$ cat src/rtl/card_pkg.sv
// ---------------------------------------------------------------------------
// card_pkg
// Shared types and constants for the card dealer slice.
//   suit_t        : suit encoding, ordered to match the card image ROM banks
//   rank_t        : 4-bit rank, 1..13 valid, 0 marks an empty slot
//   deal_state_t  : deal FSM states
//   cardIndex()   : dense 0..51 index of a card, used by the no-repeat mask
//   rankValid()   : true for ranks 1..13
// ---------------------------------------------------------------------------
package card_pkg;

    typedef enum logic [1:0] {
        TREFL = 2'd0,
        PIK   = 2'd1,
        SERCE = 2'd2,
        ROMB  = 2'd3
    } suit_t;

    typedef logic [3:0] rank_t;

    localparam int MAX_CARDS_DEFAULT = 9;
    localparam int LFSR_W            = 16;
    localparam int DECK_SIZE         = 52;

    typedef enum logic [2:0] {
        IDLE   = 3'd0,
        DRAW   = 3'd1,
        CHECK  = 3'd2,
        COMMIT = 3'd3,
        DONE   = 3'd4
    } deal_state_t;

    // Suit-major packing (suit*13 + rank-1) keeps the used mask at exactly
    // 52 bits; a raw {suit, rank-1} concatenation would need 64.
    function automatic logic [5:0] cardIndex(input suit_t s, input rank_t r);
        return 6'(s) * 6'd13 + 6'(r) - 6'd1;
    endfunction

    function automatic logic rankValid(input rank_t r);
        return (r >= 4'd1) && (r <= 4'd13);
    endfunction

endpackage

$ cat src/rtl/card_lfsr.sv
// ---------------------------------------------------------------------------
// card_lfsr
// Free-running 16-bit Fibonacci LFSR, taps 16,14,13,11, stepping every clock.
// Ports:
//   clk     : posedge clock
//   rst_n   : asynchronous active-low reset, loads SEED
//   o_state : current 16-bit LFSR state
// SEED must be non-zero or the register locks up at all zeros.
// ---------------------------------------------------------------------------
module card_lfsr #(
    parameter logic [15:0] SEED = 16'hACE1
) (
    input  logic        clk,
    input  logic        rst_n,
    output logic [15:0] o_state
);

    logic [15:0] r_state;
    logic        w_feedback;

    // Taps 16,14,13,11 map to bits 15,13,12,10; the new bit enters at bit 0.
    assign w_feedback = r_state[15] ^ r_state[13] ^ r_state[12] ^ r_state[10];

    always_ff @(posedge clk or negedge rst_n) begin
        if (!rst_n) begin
            r_state <= SEED;
        end else begin
            r_state <= {r_state[14:0], w_feedback};
        end
    end

    assign o_state = r_state;

endmodule

$ cat src/rtl/card_dealer_ctrl.sv
// ---------------------------------------------------------------------------
// card_dealer_ctrl
// Deals random cards into a player hand and a dealer hand.
// Ports:
//   clk, rst_n            : clock, asynchronous active-low reset
//   new_round             : pulse, clears both hands and aborts any deal
//   deal_req, deal_target : pulse to deal one card; target 0=player 1=dealer
//   deal_busy             : high while a deal is in flight (DRAW..DONE)
//   deal_done / deal_err  : one-cycle pulses, card committed / hand full
//   *_card_symbols        : suit per slot, *_card_ranks : rank per slot
//   player_count, dealer_count : filled slots per hand
// Optional feature: define CARD_DEAL_NO_REPEAT_EN to forbid dealing the same
// card twice within a round (52-bit used mask). Without it, duplicates occur.
// ---------------------------------------------------------------------------
module card_dealer_ctrl
    import card_pkg::*;
#(
    parameter int          MAX_CARDS = MAX_CARDS_DEFAULT,
    parameter logic [15:0] LFSR_SEED = 16'hACE1
) (
    input  logic                       clk,
    input  logic                       rst_n,
    input  logic                       new_round,
    input  logic                       deal_req,
    input  logic                       deal_target,
    output logic                       deal_busy,
    output logic                       deal_done,
    output logic                       deal_err,
    output logic [0:MAX_CARDS-1][1:0]  player_card_symbols,
    output logic [0:MAX_CARDS-1][1:0]  dealer_card_symbols,
    output logic [0:MAX_CARDS-1][3:0]  player_card_ranks,
    output logic [0:MAX_CARDS-1][3:0]  dealer_card_ranks,
    output logic [3:0]                 player_count,
    output logic [3:0]                 dealer_count
);

    logic [LFSR_W-1:0]         w_lfsr;
    logic                      w_unusedLfsr;
    deal_state_t               r_state;
    deal_state_t               w_nextState;
    logic                      r_target;
    suit_t                     r_candSuit;
    rank_t                     r_candRank;
    logic                      r_busy;
    logic                      r_done;
    logic                      r_err;
    logic [0:MAX_CARDS-1][1:0] r_playerSuit;
    logic [0:MAX_CARDS-1][1:0] r_dealerSuit;
    logic [0:MAX_CARDS-1][3:0] r_playerRank;
    logic [0:MAX_CARDS-1][3:0] r_dealerRank;
    logic [3:0]                r_playerCount;
    logic [3:0]                r_dealerCount;
    logic [3:0]                w_targetCount;
    logic                      w_targetFull;
    logic                      w_accept;
    logic                      w_refuse;
    logic                      w_candOk;

    card_lfsr #(
        .SEED (LFSR_SEED)
    ) u_lfsr (
        .clk     (clk),
        .rst_n   (rst_n),
        .o_state (w_lfsr)
    );

    // Only the low six bits feed the candidate card.
    assign w_unusedLfsr = ^w_lfsr[15:6];

    // Request decode happens only in IDLE; new_round always takes priority.
    assign w_targetCount = deal_target ? r_dealerCount : r_playerCount;
    assign w_targetFull  = (w_targetCount == 4'(MAX_CARDS));
    assign w_accept      = (r_state == IDLE) && deal_req && !new_round && !w_targetFull;
    assign w_refuse      = (r_state == IDLE) && deal_req && !new_round && w_targetFull;

`ifdef CARD_DEAL_NO_REPEAT_EN
    logic [DECK_SIZE-1:0] r_usedMask;

    // rankValid gates the mask lookup so an out-of-range index never matters.
    assign w_candOk = rankValid(r_candRank) &&
                      !r_usedMask[cardIndex(r_candSuit, r_candRank)];

    always_ff @(posedge clk or negedge rst_n) begin
        if (!rst_n) begin
            r_usedMask <= '0;
        end else if (new_round) begin
            r_usedMask <= '0;
        end else if (r_state == COMMIT) begin
            r_usedMask[cardIndex(r_candSuit, r_candRank)] <= 1'b1;
        end
    end
`else
    assign w_candOk = rankValid(r_candRank);
`endif

    // Next-state logic; rejected candidates loop back to DRAW, which picks up
    // a fresh LFSR value because the LFSR keeps stepping every cycle.
    always_comb begin
        w_nextState = r_state;
        if (new_round) begin
            w_nextState = IDLE;
        end else begin
            case (r_state)
                IDLE:    if (w_accept) w_nextState = DRAW;
                DRAW:    w_nextState = CHECK;
                CHECK:   w_nextState = w_candOk ? COMMIT : DRAW;
                COMMIT:  w_nextState = DONE;
                DONE:    w_nextState = IDLE;
                default: w_nextState = IDLE;
            endcase
        end
    end

    // State register plus status flags, all registered from the next state
    // so busy/done line up exactly with the DRAW..DONE and DONE cycles.
    always_ff @(posedge clk or negedge rst_n) begin
        if (!rst_n) begin
            r_state    <= IDLE;
            r_busy     <= 1'b0;
            r_done     <= 1'b0;
            r_err      <= 1'b0;
            r_target   <= 1'b0;
            r_candSuit <= TREFL;
            r_candRank <= '0;
        end else begin
            r_state <= w_nextState;
            r_busy  <= (w_nextState != IDLE);
            r_done  <= (w_nextState == DONE);
            r_err   <= w_refuse;
            if (w_accept) begin
                r_target <= deal_target;
            end
            if (r_state == DRAW) begin
                r_candSuit <= suit_t'(w_lfsr[1:0]);
                r_candRank <= w_lfsr[5:2];
            end
        end
    end

    // Hand storage. Slots fill strictly in order, so every slot at or above
    // the count still holds the cleared value.
    always_ff @(posedge clk or negedge rst_n) begin
        if (!rst_n) begin
            r_playerSuit  <= '0;
            r_dealerSuit  <= '0;
            r_playerRank  <= '0;
            r_dealerRank  <= '0;
            r_playerCount <= '0;
            r_dealerCount <= '0;
        end else if (new_round) begin
            r_playerSuit  <= '0;
            r_dealerSuit  <= '0;
            r_playerRank  <= '0;
            r_dealerRank  <= '0;
            r_playerCount <= '0;
            r_dealerCount <= '0;
        end else if (r_state == COMMIT) begin
            if (r_target) begin
                r_dealerSuit[r_dealerCount] <= r_candSuit;
                r_dealerRank[r_dealerCount] <= r_candRank;
                r_dealerCount               <= r_dealerCount + 4'd1;
            end else begin
                r_playerSuit[r_playerCount] <= r_candSuit;
                r_playerRank[r_playerCount] <= r_candRank;
                r_playerCount               <= r_playerCount + 4'd1;
            end
        end
    end

    assign deal_busy           = r_busy;
    assign deal_done           = r_done;
    assign deal_err            = r_err;
    assign player_card_symbols = r_playerSuit;
    assign dealer_card_symbols = r_dealerSuit;
    assign player_card_ranks   = r_playerRank;
    assign dealer_card_ranks   = r_dealerRank;
    assign player_count        = r_playerCount;
    assign dealer_count        = r_dealerCount;

endmodule

$ cat config.mk
export PLATFORM = sky130hd
export DESIGN_NAME = card_dealer_ctrl
export DESIGN_NICKNAME = d
export VERILOG_FILES = /design/src/rtl/card_pkg.sv /design/src/rtl/card_lfsr.sv /design/src/rtl/card_dealer_ctrl.sv
export SDC_FILE = /design/constraint.sdc
export NUM_CORES = 1
export LEC_CHECK = 0
export ABC_CLOCK_PERIOD_IN_PS = 1800
export CORE_MARGIN = 2
export CORE_UTILIZATION = 57
export CTS_CLUSTER_DIAMETER = 60
export CTS_CLUSTER_SIZE = 8
export DETAILED_ROUTE_END_ITERATION = 10
export DONT_BUFFER_PORTS = 1
export GPL_ROUTABILITY_DRIVEN = 0
export GPL_TIMING_DRIVEN = 0
export PLACE_DENSITY = 0.75
export SLEW_MARGIN = 5
export SYNTH_ARGS = -nofsm -noshare
export SYNTH_HDL_FRONTEND = slang
export SYNTH_SLANG_ARGS = --single-unit
$ cat constraint.sdc
create_clock -name clk -period 1.8 [get_ports clk]
set_input_delay 0.09 -clock clk [delete_from_list [all_inputs] [get_ports clk]]
set_output_delay 0.09 -clock clk [all_outputs]
set_load 0.05 [all_outputs]
==> results.py <==
metrics = {
    "outcome": {
        "outcome": "finished, violations left",
        "violations": "hold timing, setup timing",
    },
    "setup_path": {
        "worstPathRequired_ps": 2210,
        "crit_buf_inv": 2,
        "r2r-end": "player_card_ranks[8]",
        "max_stage_delay_ps": 540,
        "cp_cell_sequence": "buf_6, or4b_4, or3_1, buf_6, mux2i_1, nor2_1",
        "cp-startpoint": "player_count[3]",
        "worstReg2RegStart": "player_count[3]",
        "path_max_fanout": 6,
        "critPathKind": "reg -> reg",
        "cp_common_cell": "buf_6",
        "slowest_stage": "or4b_4",
        "endpoint": "player_card_ranks[8]",
        "cp_top_family": "simple AND/OR/NAND/NOR gates",
        "endpoint_kind": "flip-flop",
        "r2r_slack_ps": -260,
        "worstPathArrival_ps": 2470,
        "cp-start-kind": "flip-flop",
        "cp.depth": 6,
        "reg2regPathDepth": 6,
    },
    "timing": {
        "relSlewSlack": 0.435,
        "worst-slew-pin-transition_ps": 827,
        "period_minus_slack_ps": 2060,
        "skew_ps": 5.48,
        "hold_violations": 145,
        "holdWs_ps": -745,
        "worst_slack_ps": -262,
        "rsz0062_at_grt": "yes",
        "timing.fmax_ghz": 0.485,
        "slew_violations": 0,
        "period_share": 1.15,
        "fin_tns_setup_ps": -3480,
        "finalSetupViolCount": 25,
    },
    "cts": {
        "insertion_delay_ps": 520,
        "hold_buffers": 3,
        "cts.sinks": 145,
        "cts_buffer_depth": 2,
        "path_clk_slew_ps": 60,
        "cts-buffers-inserted": 17,
        "htree_num_levels": 4,
        "cts-root-buf": "clkbuf_8",
        "cts_tree": "built",
    },
    "worst_hold_path": {
        "hold_class": "in -> async",
    },
    "logic_synthesis": {
        "synthCells": 492,
        "syn_nets": 505,
        "ys_warn_count": 0,
        "synth_area_um2": 6260,
        "synth_edf_count": 0,
        "synth-async-reset-ratio": 1.00,
        "ys.flop_type": "dfrtp_1",
        "ys_seq_elements": 145,
        "synth.avg_cell_area_um2": 12.7,
        "yosysSeqAreaShare": 0.581,
        "yosysUniqueCellTypes": 42,
    },
    "grt": {
        "grt_pass1_vias": 4077,
        "grt_max_degree": 146,
        "grt_use_total": 0.260,
        "overflow": 0,
        "antenna_found_initial": 0,
        "grt_pass1_wl_um": 22600,
    },
    "finish": {
        "syn2layout_area_growth_pct": 19.5,
        "fin_nets": 546,
        "final_layout_size_suffix_gt1_frac": 0.267,
        "postLayoutCoreUtil": 0.693,
        "diodes": 0,
        "fill_cells": 747,
    },
    "route": {
        "drc": 0,
        "wl_met1_um": 5850,
        "routed_wl_um": 14600,
        "dr.max_layer_used": "met4",
        "ant_nets": 0,
        "viasPerCell": 5.67,
        "num_vias": 3891,
        "drt-pass1-iter-count": 4,
        "wl_per_cell_um": 21.2,
        "routed-wl-met3_um": 1360,
        "wl_met2_um": 7140,
        "drt-initial-drc-count": 244,
    },
    "placed_design": {
        "pre_cts_ws_ps": -327,
        "portBuffers": 0,
        "dpl.hpwl_um": 9130,
    },
    "floorplan": {
        "die_w_um": 109,
        "dieHeight_um": 109,
        "dieArea_um2": 11800,
        "core_area_um2": 10800,
        "placementRows": 38,
        "pin_count": 124,
        "start_util": 0.580,
    },
    "run": {
        "max_cap_viol_count": 0,
    },
    "power": {
        "powerDensity_nw_per_um2": 923,
        "leakagePower_uw": 0.00351,
        "ir_drop_v": 0.000546,
    },
}
==> synthesized netlist by cell type, types with 6 or more instances <==
cell type    n  share of area
dfrtp_1    137           0.55
nor2_1     119          0.071
mux2i_1    108           0.17
clkbuf_8    12          0.026
clkbuf_1     9         0.0054
nand2_1      9         0.0054
dfstp_2      8          0.034
ha_1         8          0.016
buf_2        7         0.0056
buf_6        6          0.011
mux2_2       6          0.011
nand3_1      6         0.0048
==> final cells by class <==
type	instances	area (um2)	share of cell area
sequential	145	3660	0.490
multi-input combinational	303	2420	0.324
clock buffer	19	442	0.0591
buffer	37	354	0.0474
timing repair buffer	24	255	0.0341
tap	140	175	0.0234
clock inverter	13	136	0.0182
inverter	5	28.8	0.00385
==> logic make-up (layout without fill, tap and decap cells) <==
logic type | after synthesis | after routing | share of synthesized area
AO/OA/AOI/OAI | 8 | 8 | 0.00820
XOR/XNOR | 8 | 8 | 0.0112
adder cells (fa/ha/maj) | 8 | 8 | 0.0160
buffers and inverters | 44 | 98 | 0.0572
flip-flops | 145 | 145 | 0.581
multiplexers | 115 | 115 | 0.185
AND/OR/NAND/NOR | 164 | 164 | 0.141
==> state kept, by name (all words and copies together) (netlist names) <==
name and flops:
u_lfsr.o_state 16, player_card_symbols 18, deal_err 1, r_candRank 4, deal_done 1, r_candSuit 2
r_state 3, dealer_card_symbols 18, player_card_ranks 36, deal_busy 1, r_target 1, player_count 4
dealer_count 4, dealer_card_ranks 36
==> cells in the final DEF (no fill, tap or decap), types with 2 or more instances in the layout <==
cell             n
ha_1             6
bufinv_16        2
or4b_4           2
mux2i_1        102
clkbuf_16       16
dfrtp_2          6
dfrtp_1        127
nand4_1          2
and4b_1          4
clkbuf_4         6
inv_4            4
xor2_1           4
mux2i_2          5
buf_12           3
dlygate4sd3_1    3
buf_4           14
nor2_2           2
nand3_4          4
clkinvlp_4       4
nor2_1         116
nand3_1          2
dfrtp_4          4
buf_6           14
xnor2_1          4
nand2_1          9
and3_1           2
nor4b_4          5
nor3_4           2
clkbuf_8        15
clkbuf_1         7
clkinv_4         2
a21oi_1          3
dfstp_2          8
mux2_2           6
clkinv_2         4
==> through the flow <==
step                instances  hold slack [ps]  cell area (um2)  power [uW]
floorplan                 492             -206             6280        3470
global placement          632             -203             6450        3510
detailed placement        632             -203             6450        3510
CTS                       681             -764             7340        6930
global route              686             -776             7480        7110
finish                    686             -745             7480        6900
==> power breakdown <==
group | internal, uW | switching (uW) | leakage [uW]
sequential | 3280 | 37.2 | 0.00198
clock | 2040 | 1370 | 0.000276
combinational | 76.6 | 105 | 0.00126
total | 5390 | 1510 | 0.00351
==> layer usage <==
layer	vias to the layer above	GRT usage
met3	19	0.110
met1	2015	0.329
met5	-	0
met4	0	0.0778
li1	1734	-
met2	123	0.408
==> how the worst min path moves through the flow <==
stage | slack [ps] | to
global route | -780 | dealer_card_ranks[16]
finish | -740 | dealer_card_ranks[16]
global placement | -200 | dealer_card_ranks[16]
CTS | -760 | dealer_card_ranks[16]
detailed placement | -200 | dealer_card_ranks[16]
floorplan | -210 | deal_busy
==> worst reg2reg max path, cell delays in order (launching register included) <==
cell	delay (ps)
dfrtp_2	520
buf_6	160
or4b_4	540
or3_1	350
buf_6	160
mux2i_1	150
nor2_1	70
==> timing repair <==
| action | CTS | global route |
|---|---|---|
| buffers inserted | 15 | 8 |
| endpoints found under the hold margin | 183 | 145 |
| resized for setup | 36 | 31 |
| setup endpoints to repair | 110 | 96 |
| pin swaps | 10 | 11 |
| gates cloned | 0 | 0 |
Power figures use the tool's default switching activity.
